`src/rtl/flop_window_max.sv`:
```
// Windowed maximum over a stream of 13-bit sign/magnitude flop samples.
// Reports the winning value and its position once per WINDOW samples over valid/ready.

module flop_greaterthan (
  input  logic [12:0] first,
  input  logic [12:0] second,
  output logic        is_greater
);
  logic        sign_a_s;
  logic        sign_b_s;
  logic [11:0] mag_a_s;
  logic [11:0] mag_b_s;
  logic        both_zero_s;

  assign sign_a_s    = first[12];
  assign sign_b_s    = second[12];
  assign mag_a_s     = first[11:0];
  assign mag_b_s     = second[11:0];
  assign both_zero_s = (mag_a_s == 12'd0) && (mag_b_s == 12'd0);

  // Strict ordering; +0 and -0 are equal, negatives order by smaller magnitude
  always_comb begin
    is_greater = 1'b0;
    if (both_zero_s) begin
      is_greater = 1'b0;
    end else if (sign_a_s != sign_b_s) begin
      is_greater = ~sign_a_s;
    end else if (sign_a_s) begin
      is_greater = (mag_a_s < mag_b_s);
    end else begin
      is_greater = (mag_a_s > mag_b_s);
    end
  end
endmodule

module flop_window_max #(
  parameter int WINDOW = 8,
  parameter int IDXW   = 3
) (
  input  logic            clk,
  input  logic            reset_n,
  input  logic            in_valid,
  output logic            in_ready,
  input  logic [12:0]     in_data,
  output logic            out_valid,
  input  logic            out_ready,
  output logic [12:0]     out_max,
  output logic [IDXW-1:0] out_index,
  output logic            busy
);
  typedef enum logic [0:0] {ACCUM = 1'b0, HOLD = 1'b1} state_t;

  localparam logic [IDXW-1:0] LAST_IDX = IDXW'(WINDOW - 1);
  localparam logic [IDXW-1:0] IDX_ZERO = {IDXW{1'b0}};
  localparam logic [IDXW-1:0] IDX_ONE  = IDXW'(1);

  state_t          state_r, state_next_s;
  logic [IDXW-1:0] count_r, count_next_s;
  logic [12:0]     max_r, max_next_s;
  logic [IDXW-1:0] idx_r, idx_next_s;
  logic [12:0]     out_max_r;
  logic [IDXW-1:0] out_index_r;
  logic            in_ready_r, out_valid_r, busy_r;
  logic            accept_s, gt_s, load_out_s;

  flop_greaterthan u_gt (
    .first      (in_data),
    .second     (max_r),
    .is_greater (gt_s)
  );

  assign accept_s  = in_valid & in_ready_r;
  assign in_ready  = in_ready_r;
  assign out_valid = out_valid_r;
  assign out_max   = out_max_r;
  assign out_index = out_index_r;
  assign busy      = busy_r;

  // Next-state, running max/index update and window-complete detection
  always_comb begin
    state_next_s = state_r;
    count_next_s = count_r;
    max_next_s   = max_r;
    idx_next_s   = idx_r;
    load_out_s   = 1'b0;
    case (state_r)
      ACCUM: begin
        if (accept_s) begin
          // First sample of a window seeds the max; ties keep the earlier index
          if ((count_r == IDX_ZERO) || gt_s) begin
            max_next_s = in_data;
            idx_next_s = count_r;
          end else begin
            max_next_s = max_r;
          end
          if (count_r == LAST_IDX) begin
            count_next_s = IDX_ZERO;
            state_next_s = HOLD;
            load_out_s   = 1'b1;
          end else begin
            count_next_s = count_r + IDX_ONE;
          end
        end else begin
          count_next_s = count_r;
        end
      end
      HOLD: begin
        if (out_ready) begin
          state_next_s = ACCUM;
        end else begin
          state_next_s = HOLD;
        end
      end
      default: begin
        state_next_s = ACCUM;
        count_next_s = IDX_ZERO;
      end
    endcase
  end

  // State, accumulator and registered handshake/result outputs
  always_ff @(posedge clk or negedge reset_n) begin
    if (!reset_n) begin
      state_r     <= ACCUM;
      count_r     <= IDX_ZERO;
      max_r       <= 13'd0;
      idx_r       <= IDX_ZERO;
      out_max_r   <= 13'd0;
      out_index_r <= IDX_ZERO;
      in_ready_r  <= 1'b1;
      out_valid_r <= 1'b0;
      busy_r      <= 1'b0;
    end else begin
      state_r     <= state_next_s;
      count_r     <= count_next_s;
      max_r       <= max_next_s;
      idx_r       <= idx_next_s;
      in_ready_r  <= (state_next_s == ACCUM);
      out_valid_r <= (state_next_s == HOLD);
      busy_r      <= (count_next_s != IDX_ZERO);
      if (load_out_s) begin
        out_max_r   <= max_next_s;
        out_index_r <= idx_next_s;
      end else begin
        out_max_r   <= out_max_r;
        out_index_r <= out_index_r;
      end
    end
  end
endmodule
```
`config.mk`:
```
export PLATFORM = sky130hd
export DESIGN_NAME = flop_window_max
export DESIGN_NICKNAME = d
export VERILOG_FILES = /design/src/rtl/flop_window_max.sv
export SDC_FILE = /design/constraint.sdc
export NUM_CORES = 1
export LEC_CHECK = 0
export BUFFER_PORTS_ARGS = -buffer_cell sky130_fd_sc_hd__buf_4
export CORE_ASPECT_RATIO = 0.9
export CORE_UTILIZATION = 25
export DETAILED_ROUTE_END_ITERATION = 8
export PLACE_DENSITY = 0.54
export SETUP_SLACK_MARGIN = 0.3
export SYNTH_ARGS = -nofsm -noshare
export SYNTH_HDL_FRONTEND = slang
export SYNTH_HIERARCHICAL = 1
export SYNTH_SLANG_ARGS = --single-unit
```
`constraint.sdc`:
```
create_clock -name clk -period 7.35 [get_ports clk]
set_clock_uncertainty 0.15 [all_clocks]
set_input_delay 0.735 -clock clk [delete_from_list [all_inputs] [get_ports clk]]
set_output_delay 0.735 -clock clk [all_outputs]
set_load 0.01 [all_outputs]
```
; ---- Word level (Yosys, flattened, before mapping)
; Index checks and enable logic that the tools add are counted.
[classes]
mux = 17
n_eq_ne = 2
reduce_logical = 6
n_addsub = 1
n_bitwise = 4
magnitude_cmp = 2
[op_table]
columns = op, count
row1 = $mux W13, 3
row2 = $logic_not A12 Y1, 2
row3 = $mux W3, 6
row4 = $gt A12 B12 Y1, 1
row5 = $lt A12 B12 Y1, 1
row6 = $mux W1, 7
row7 = $add A3 B1 Y3 const B, 1
row8 = $eq A3 B3 Y1 const B, 1
row9 = $logic_not A3 Y1, 1
row10 = $not A1 Y1, 3
row11 = $reduce_bool A3 Y1, 1
row12 = $pmux W1 S2, 1
row13 = $and A1 B1 Y1, 1
row14 = $logic_and A1 B1 Y1, 1
row15 = $logic_or A1 B1 Y1, 1
row16 = $ne A1 B1 Y1, 1
[word_totals]
input_bits = 17
reg_bits = 38
wordCells = 40

; ---- Logic depth before layout (Yosys ltp)
; Gate-level depths: netlist of run 1.
[logic_depth]
ltp_word = 8
mapped_depth = 12
depth_no_buf = 10

; ---- Cells and area by module
; The synthesis of run 1 kept the hierarchy.
[by_module_without_submodules]
columns = module, n_inst, area_per_inst_um2, cells_per_inst
row1 = flop_window_max, 1, 1736.7, 150
row2 = flop_greaterthan, 1, 370.4, 53

; ---- Worst setup path after synthesis of run 1
; OpenSTA, ideal clock, no wires.
[synth_path]
path_kind = input-to-reg
startpoint = in in_data[3]
endpoint = reg idx_r[0]
setup_ns = 0.125
arrival_time_ns = 3.218
setup_slack_ns = 3.857
path_stages = 11
required_time_ns = 7.075
path_buffers = 2
path_cell_list = ha_1 -> and3_1 -> a221o_1 -> a221o_1 -> o21a_1 -> a211oi_2 -> inv_2 -> a21o_1 -> buf_6 -> buf_12 -> mux2_4
[synth_between]
elab_chain_len = 8
[synth_rtl]
columns = element, line
row1 = start: declaration, 44  ; input logic [12:0] in_data,
row2 = $gt A12 B12 Y1 or $lt A12 B12 Y1 (tied branches), "31, 29"
row3 = $mux W1, 28  ; end else if (sign_a_s) begin
row4 = $mux W1, 26  ; end else if (sign_a_s != sign_b_s) begin
row5 = $mux W1 (*), 24  ; if (both_zero_s) begin
row6 = via gt_s, 64  ; logic accept_s, gt_s, load_out_s;
row7 = $logic_or A1 B1 Y1 (*), 90  ; if ((count_r == IDX_ZERO) || gt_s) begin
row8 = $mux W3 (*), 90
row9 = $mux W3 (*), 88  ; if (accept_s) begin
row10 = $mux W3 (*), 86  ; case (state_r)
row11 = via idx_next_s[0], 60  ; logic [IDXW-1:0] idx_r, idx_next_s;
row12 = end signal: assignment, 137  ; idx_r <= idx_next_s;
row13 = end: declaration, 60
; The timed path passes the listed nets; every way through them passes the cells marked *.
; A chain may end at the register's enable or synchronous reset.

; ---- Final worst setup path of run 1
[layout_path]
startpoint = in in_data[3]
endpoint = reg max_r[5]
[layout_between]
elab_chain_len = 8
[layout_rtl]
columns = element, line
row1 = $gt A12 B12 Y1 or $lt A12 B12 Y1 (tied branches), "31, 29"
row2 = $mux W1, 28
row3 = $mux W1, 26
row4 = $mux W1 (*), 24
row5 = via gt_s, 64
row6 = $logic_or A1 B1 Y1 (*), 90
row7 = $mux W13 (*), 90
row8 = $mux W13 (*), 88
row9 = $mux W13 (*), 86
row10 = via max_next_s[5], 59  ; logic [12:0] max_r, max_next_s;
row11 = end signal: assignment, 136  ; max_r <= max_next_s;
row12 = end: declaration, 59
; Marks and branches as above.

==> impl_metrics.csv, run 1 <==
group,metric,value,unit
detailed_routing,drc,0,
placement,place.gp.congestion,0.832,
synthesis,syn_area_per_cell,10.4,um^2
finish,final_util,31.0,%
critical_path,required,7.38,ns
finish,nets,266,
run,drv_cap,0,
synthesis,synth-edff-count,0,
die,initial_core_util,26.0,%
clocking,root_buffer,"clkbuf_8",
synthesis,synthArstFlopShare,100,%
clocking,htree_levels,2,
synthesis,yosys.area.top_type,"dfrtp_1",
timing,maxSlewHeadroom,32.8,%
timing,hold_viol_final,0,
die,rows,31,
critical_path,endpoint_kind,"flop",
detailed_routing,wire_per_inst,14.6,um
power,power.total,1.13,mW
detailed_routing,routed-via-count,1622,
die,die_h,89.1,um
detailed_routing,drt-initial-drc-count,127,
timing,rsz0062_at_grt,"false",
global_route,first_global_vias,1660,
power,p_switching,450,uW
global_route,grt_pass1_wl,8350,um
finish,area_growth,19.2,%
global_route,antenna_found_initial,0,
placement,place_hpwl,3640,um
clocking,cts_made_buffers,5,
power,seqPwrFrac,36.3,%
clocking,insertion_delay,0.30,ns
synthesis,synth_ff_type,"dfrtp_1",
clocking,clock_path_buffers,2,
die,io_pins,36,
clocking,cts_tree,"built",
global_route,grt_use_total,12.3,%
power,p_int,682,uW
critical_path,cp-start-kind,"input pin",
clocking,ctsResizeCount,0,
power,p_comb_share,50.4,%
status,outcome,"finished, final reports clean",
critical_path,cp_max_fo,17,
power,ir_worst_vdd,0.0000946,V
timing,drv_slew,0,
detailed_routing,firstDrtPassIters,4,
synthesis,yosys_warnings,6,
synthesis,synthDistinctLibCells,31,
placement,dp_slack,2.92,ns
placement,portBuffers,35,
finish,layout-drive-gt1-share,27.7,%
finish,antenna_cells,0,
synthesis,yosys-top-cells-area,"dfrtp_1 (44%), ha_1 (8.9%), mux2_4 (7.1%)",
clocking,clk_pin_slew,0.08,ns
timing,max_clock_freq,240,MHz
timing,setup_viol,0,
synthesis,synth_fp_nets,235,
timing,worst_slew_pin_slew,1.01,ns
synthesis,synthCells,203,
critical_path,path_class,"in -> reg",
die,die_x,98.8,um
timing,period_share,56.7,%
power,p_leak,1.17,nW
global_route,grt_max_degree,39,
timing,setup_tns,0,ns
die,die_area,0.00880,mm^2
synthesis,synthesis.area,0.00211,mm^2
power,pwr-share-clk,13.3,%
power,p_per_area,451,mW/mm^2
power,switching_share,39.7,%
synthesis,ys_seq_area_share,45.2,%
synthesis,synth_seq_cells,38,
clocking,cts_sinks,38,
global_route,grt_overflow,0,
detailed_routing,ant_nets,0,
clocking,postCtsSetupBuffers,0,
detailed_routing,drt_wl_total,4880,um
timing,period_needed,4.17,ns
detailed_routing,via_per_inst,4.86,
synthesis,synth_top_cell_area_share,43.9,%
clocking,cts_hold_buf,0,
min_path,min_path_type,"in -> async",
timing,worst_slack,3.18,ns
die,coreArea,0.00811,mm^2
critical_path,cp.arrival,4.20,ns
critical_path,reg2reg_slack,3.28,ns
power by group through the flow:
stage	clock, mW	combinational [mW]	sequential (mW)
finish	0.151	0.571	0.411
detailed placement	0	0.571	0.416
global placement	0	0.564	0.416
global route	0.162	0.644	0.431
floorplan	0	0.412	0.411
CTS	0.154	0.572	0.412
cells in the final DEF, fill, tap and decap left out:
cell type	n
inv_1	18
buf_4	35
dfrtp_1	37
nor3_1	1
nand3b_1	1
clkbuf_1	1
nand2b_1	2
a221o_1	2
a211oi_2	1
and2b_1	1
o22a_1	2
ha_1	15
mux2_4	10
nand2b_4	1
dfstp_2	1
nor4_1	7
nand3_1	17
nand2_1	3
inv_2	1
clkinv_2	1
clkbuf_8	6
a21oi_1	6
o21a_1	1
a21o_1	4
nor2_1	17
and3_1	1
a31oi_1	14
and4b_1	1
nand4_1	3
o21ai_0	16
mux2_2	9
Yosys cell counts (2+ instances only):
master     n
nand3_1   17
mux2_2     9
nand4_1    3
inv_1     18
o21ai_0   16
dfrtp_1   37
a21o_1     4
a31oi_1   14
nor2_1    17
a221o_1    2
clkbuf_1   7
nand2b_1   2
nand2_1    3
o22a_1     2
mux2_4    10
a21oi_1    6
buf_6      2
nor4_1     7
ha_1      15
logic make-up after synthesis:
kind of cell             Yosys count  share of synthesized area [%]
multiplexers                      19                           11.9
flip-flops                        38                           45.2
AND/OR/NAND/NOR                   55                           13.5
adder cells (fa/ha/maj)           15                           8.91
buffers and inverters             30                           6.89
AO/OA/AOI/OAI                     46                           13.5
final timing paths:
kind / startpoint / end / cells after the start
max in group asynchronous: reset_n / in_ready / 1
worst min register to register: out_index[1] / out_index[1] / 1
worst min-delay path: reset_n / max_r[1] / 1
worst max register to register: max_r[3] / max_r[5] / 10
worst max-delay path: in_data[3] / max_r[5] / 10
min in group clk: out_index[1] / out_index[1] / 1
final cells by class:
class | count | area (um^2)
clock buffers | 7 | 86.3
clock inverters | 1 | 5.00
fillers | 822 | 5600
inverters | 19 | 71.3
multi-input cells | 135 | 1010
flip-flops and latches | 38 | 952
well taps | 99 | 124
repair buffers | 35 | 263
registers in the layout (all words and copies together), names as in the netlist:
| name | flops |
|---|---|
| max_r | 13 |
| out_max | 13 |
| count_r | 3 |
| idx_r | 3 |
| out_index | 3 |
| busy | 1 |
| in_ready | 1 |
| out_valid | 1 |
metrics by stage:
stage               cells  hold slack, ns  cell area (um^2)
detailed placement    326           0.351              2420
global route          334           0.276              2510
finish                334           0.241              2510
global placement      326           0.348              2420
CTS                   334           0.267              2510
floorplan             203           0.289              2110
worst max-delay path: stages:
cell and delay [ns]:
buf_4 0.13, ha_1 0.29, and3_1 0.20, a221o_1 0.34, a221o_1 0.36, o21a_1 0.20, a211oi_2 0.68, inv_2 0.30
a21o_1 0.54, mux2_4 0.41
routing by layer:
layer	wire [um]	GRT usage [%]	vias to the layer above	part of all wire (%)
li1	-	-	791	-
met1	2440	17.0	771	50
met2	2050	18.2	50	42
met3	282	3.21	10	5.8
met4	110	5.56	0	2.3
met5	0	0	-	0
Note: power is estimated with default switching activity, not from simulation.
==> run 2, diff against run 1 <==
--- a/config.mk
+++ b/config.mk
@@ -9,7 +9,7 @@
 export CORE_ASPECT_RATIO = 0.9
 export CORE_UTILIZATION = 25
 export DETAILED_ROUTE_END_ITERATION = 8
-export PLACE_DENSITY = 0.54
+export PLACE_DENSITY = 0.55
 export SETUP_SLACK_MARGIN = 0.3
 export SYNTH_ARGS = -nofsm -noshare
 export SYNTH_HDL_FRONTEND = slang
==> constraint.sdc (replaced) <==
create_clock -name clk -period 3.3 [get_ports clk]
set_clock_uncertainty 0.15 [all_clocks]
set_input_delay 0.33 -clock clk [delete_from_list [all_inputs] [get_ports clk]]
set_output_delay 0.33 -clock clk [all_outputs]
set_load 0.01 [all_outputs]
==> run 2 against run 1 <==
Clock power grew to 3.3 times the previous value; critical path depth up 1; register-to-register slack got worse by 2.9 ns; final cell count grew 3.3%; critical endpoint is now max_r[9]; non-clock buffer count rose by 11.
==> impl_metrics.csv, run 2 (synthesis results as in run 1) <==
group,metric,value,unit
status,outcome,"finished, final reports clean",
clocking,clk_pin_slew,0.08,ns
global_route,first_global_vias,1624,
finish,multi_input_area,0.00102,mm^2
finish,antenna_cells,0,
detailed_routing,routed-via-count,1665,
detailed_routing,firstDrtPassIters,6,
power,p_int,1.76,mW
power,switching_share,37.2,%
global_route,grt_use_total,12.3,%
die,initial_core_util,26.0,%
critical_path,cp-start-kind,"flop",
timing,worst_slack,0.403,ns
timing,hold_viol_final,0,
timing,period_share,87.8,%
finish,fillers,803,
critical_path,cp.arrival,2.93,ns
placement,portBuffers,35,
timing,max_clock_freq,345,MHz
detailed_routing,drt-initial-drc-count,72,
placement,dp_slack,0.231,ns
die,die_area,0.00880,mm^2
critical_path,r2r_cells,11,
critical_path,crit_path_start,"max_r[1]",
detailed_routing,drc,0,
timing,setup_viol,0,
finish,final_common_cell,"buf_4",
timing,rsz0062_at_grt,"false",
critical_path,max_stage_delay,0.35,ns
global_route,grt_overflow,0,
die,die_h,89.1,um
clocking,insertion_delay,0.29,ns
finish,layout_common_cells,"buf_4 (44), dfrtp_1 (37), inv_1 (18)",
critical_path,cp_common_cell,"a221o_1",
clocking,htree_levels,2,
die,io_pins,36,
power,power.total,2.81,mW
timing,whs,0.156,ns
placement,place_hpwl,3700,um
timing,drv_slew,0,
power,p_comb_share,50.2,%
clocking,cts_sinks,38,
timing,worst_slew_pin_slew,0.490,ns
clocking,root_buffer,"clkbuf_8",
finish,register_area,952,um^2
timing,period_needed,2.90,ns
critical_path,worstSetupEndpoint,"max_r[9]",
die,coreArea,0.00811,mm^2
global_route,grt_max_degree,39,
critical_path,path_class,"reg -> reg",
critical_path,path_delay_family,"compound AO/OA/AOI/OAI gates",
detailed_routing,drt_wl_total,5060,um
power,pwr-share-clk,17.6,%
global_route,grt_pass1_wl,8360,um
timing,maxSlewHeadroom,67.3,%
finish,layout-drive-gt1-share,30.9,%
finish,nets,277,
power,seqPwrFrac,32.2,%
critical_path,cp_cell_sequence,"inv_1 > ha_1 > and3_1 > a221o_1 > a221o_1 > o21a_1 > a211oi_4 > inv_2 > a21o_1 > buf_4 > mux2_4",
placement,place.gp.congestion,0.857,
critical_path,crit_cells,11,
critical_path,path_buf_inv,3,
die,die_x,98.8,um
critical_path,r2r-end,"max_r[9]",
power,p_switching,1.04,mW
critical_path,cp_max_fo,6,
clocking,cts_tree,"built",
critical_path,r2r-start,"max_r[1]",
critical_path,cpMaxStageDelayCell,"dfrtp_1",
power,ir_worst_vdd,0.000258,V
global_route,antenna_found_initial,0,
min_path,min_path_type,"in -> reg",
die,rows,31,
finish,area_growth,26.2,%
finish,final_util,32.8,%
critical_path,endpoint_kind,"flop",
detailed_routing,via_per_inst,4.83,
detailed_routing,ant_nets,0,
detailed_routing,wire_per_inst,14.7,um
critical_path,reg2reg_slack,0.40,ns
power,p_per_area,1060,mW/mm^2
critical_path,required,3.33,ns
power,p_leak,1.25,nW
clocking,cts_made_buffers,5,
run,drv_cap,0,
clocking,clock_path_buffers,2,
timing,setup_tns,0,ns
==> run 2: layout make-up <==
type	count	area share (%)
tap	99	4.66
inverter	19	2.68
clock buffer	6	3.11
timing repair buffer	46	13.2
clock inverter	2	2.26
sequential	38	35.8
multi-input combinational	135	38.3
==> run 2: power by group through the flow <==
stage,logic (mW),clock network [mW],registers [mW]
after floorplan,0.932,0,0.916
after global placement,1.34,0,0.921
after detailed placement,1.35,0,0.927
after CTS,1.40,0.504,0.902
after global routing,1.57,0.524,0.937
final,1.41,0.494,0.903
==> run 2: routing by layer <==
metal  vias to the layer above  global-route usage (%)  routed length, um
met5                         -                       0                  0
met4                         0                    4.75                 60
met3                         4                    2.89                250
met2                        46                    19.3               2290
met1                       807                    16.6               2460
li1                        808                       -                  -
==> run 2: how the worst min path moves through the flow <==
stage	start	end	cells past startpoint
2_1_floorplan	reset_n	busy	0
3_3_place_gp	reset_n	max_r[3]	1
3_5_place_dp	reset_n	busy	1
4_1_cts	in_data[6]	max_r[6]	2
5_1_grt	in_data[10]	max_r[10]	2
6_report	in_data[10]	max_r[10]	2
==> run 2: repair_timing <==
| item | CTS | global route |
|---|---|---|
| gates resized for setup | 1 | 1 |
| hold endpoints to repair | 37 | 0 |
| buffers inserted | 3 | 2 |
| hold buffers | 1 | 0 |
| pin swaps | 0 | 1 |
| setup endpoints to repair | 16 | 16 |
| cloned | 0 | 0 |
==> run 2: per-stage QoR <==
step | instance area (um^2) | std cells
after global routing | 2660 | 345
final | 2660 | 345
after CTS | 2640 | 343
after global placement | 2460 | 331
after detailed placement | 2460 | 331
after floorplan | 2110 | 203
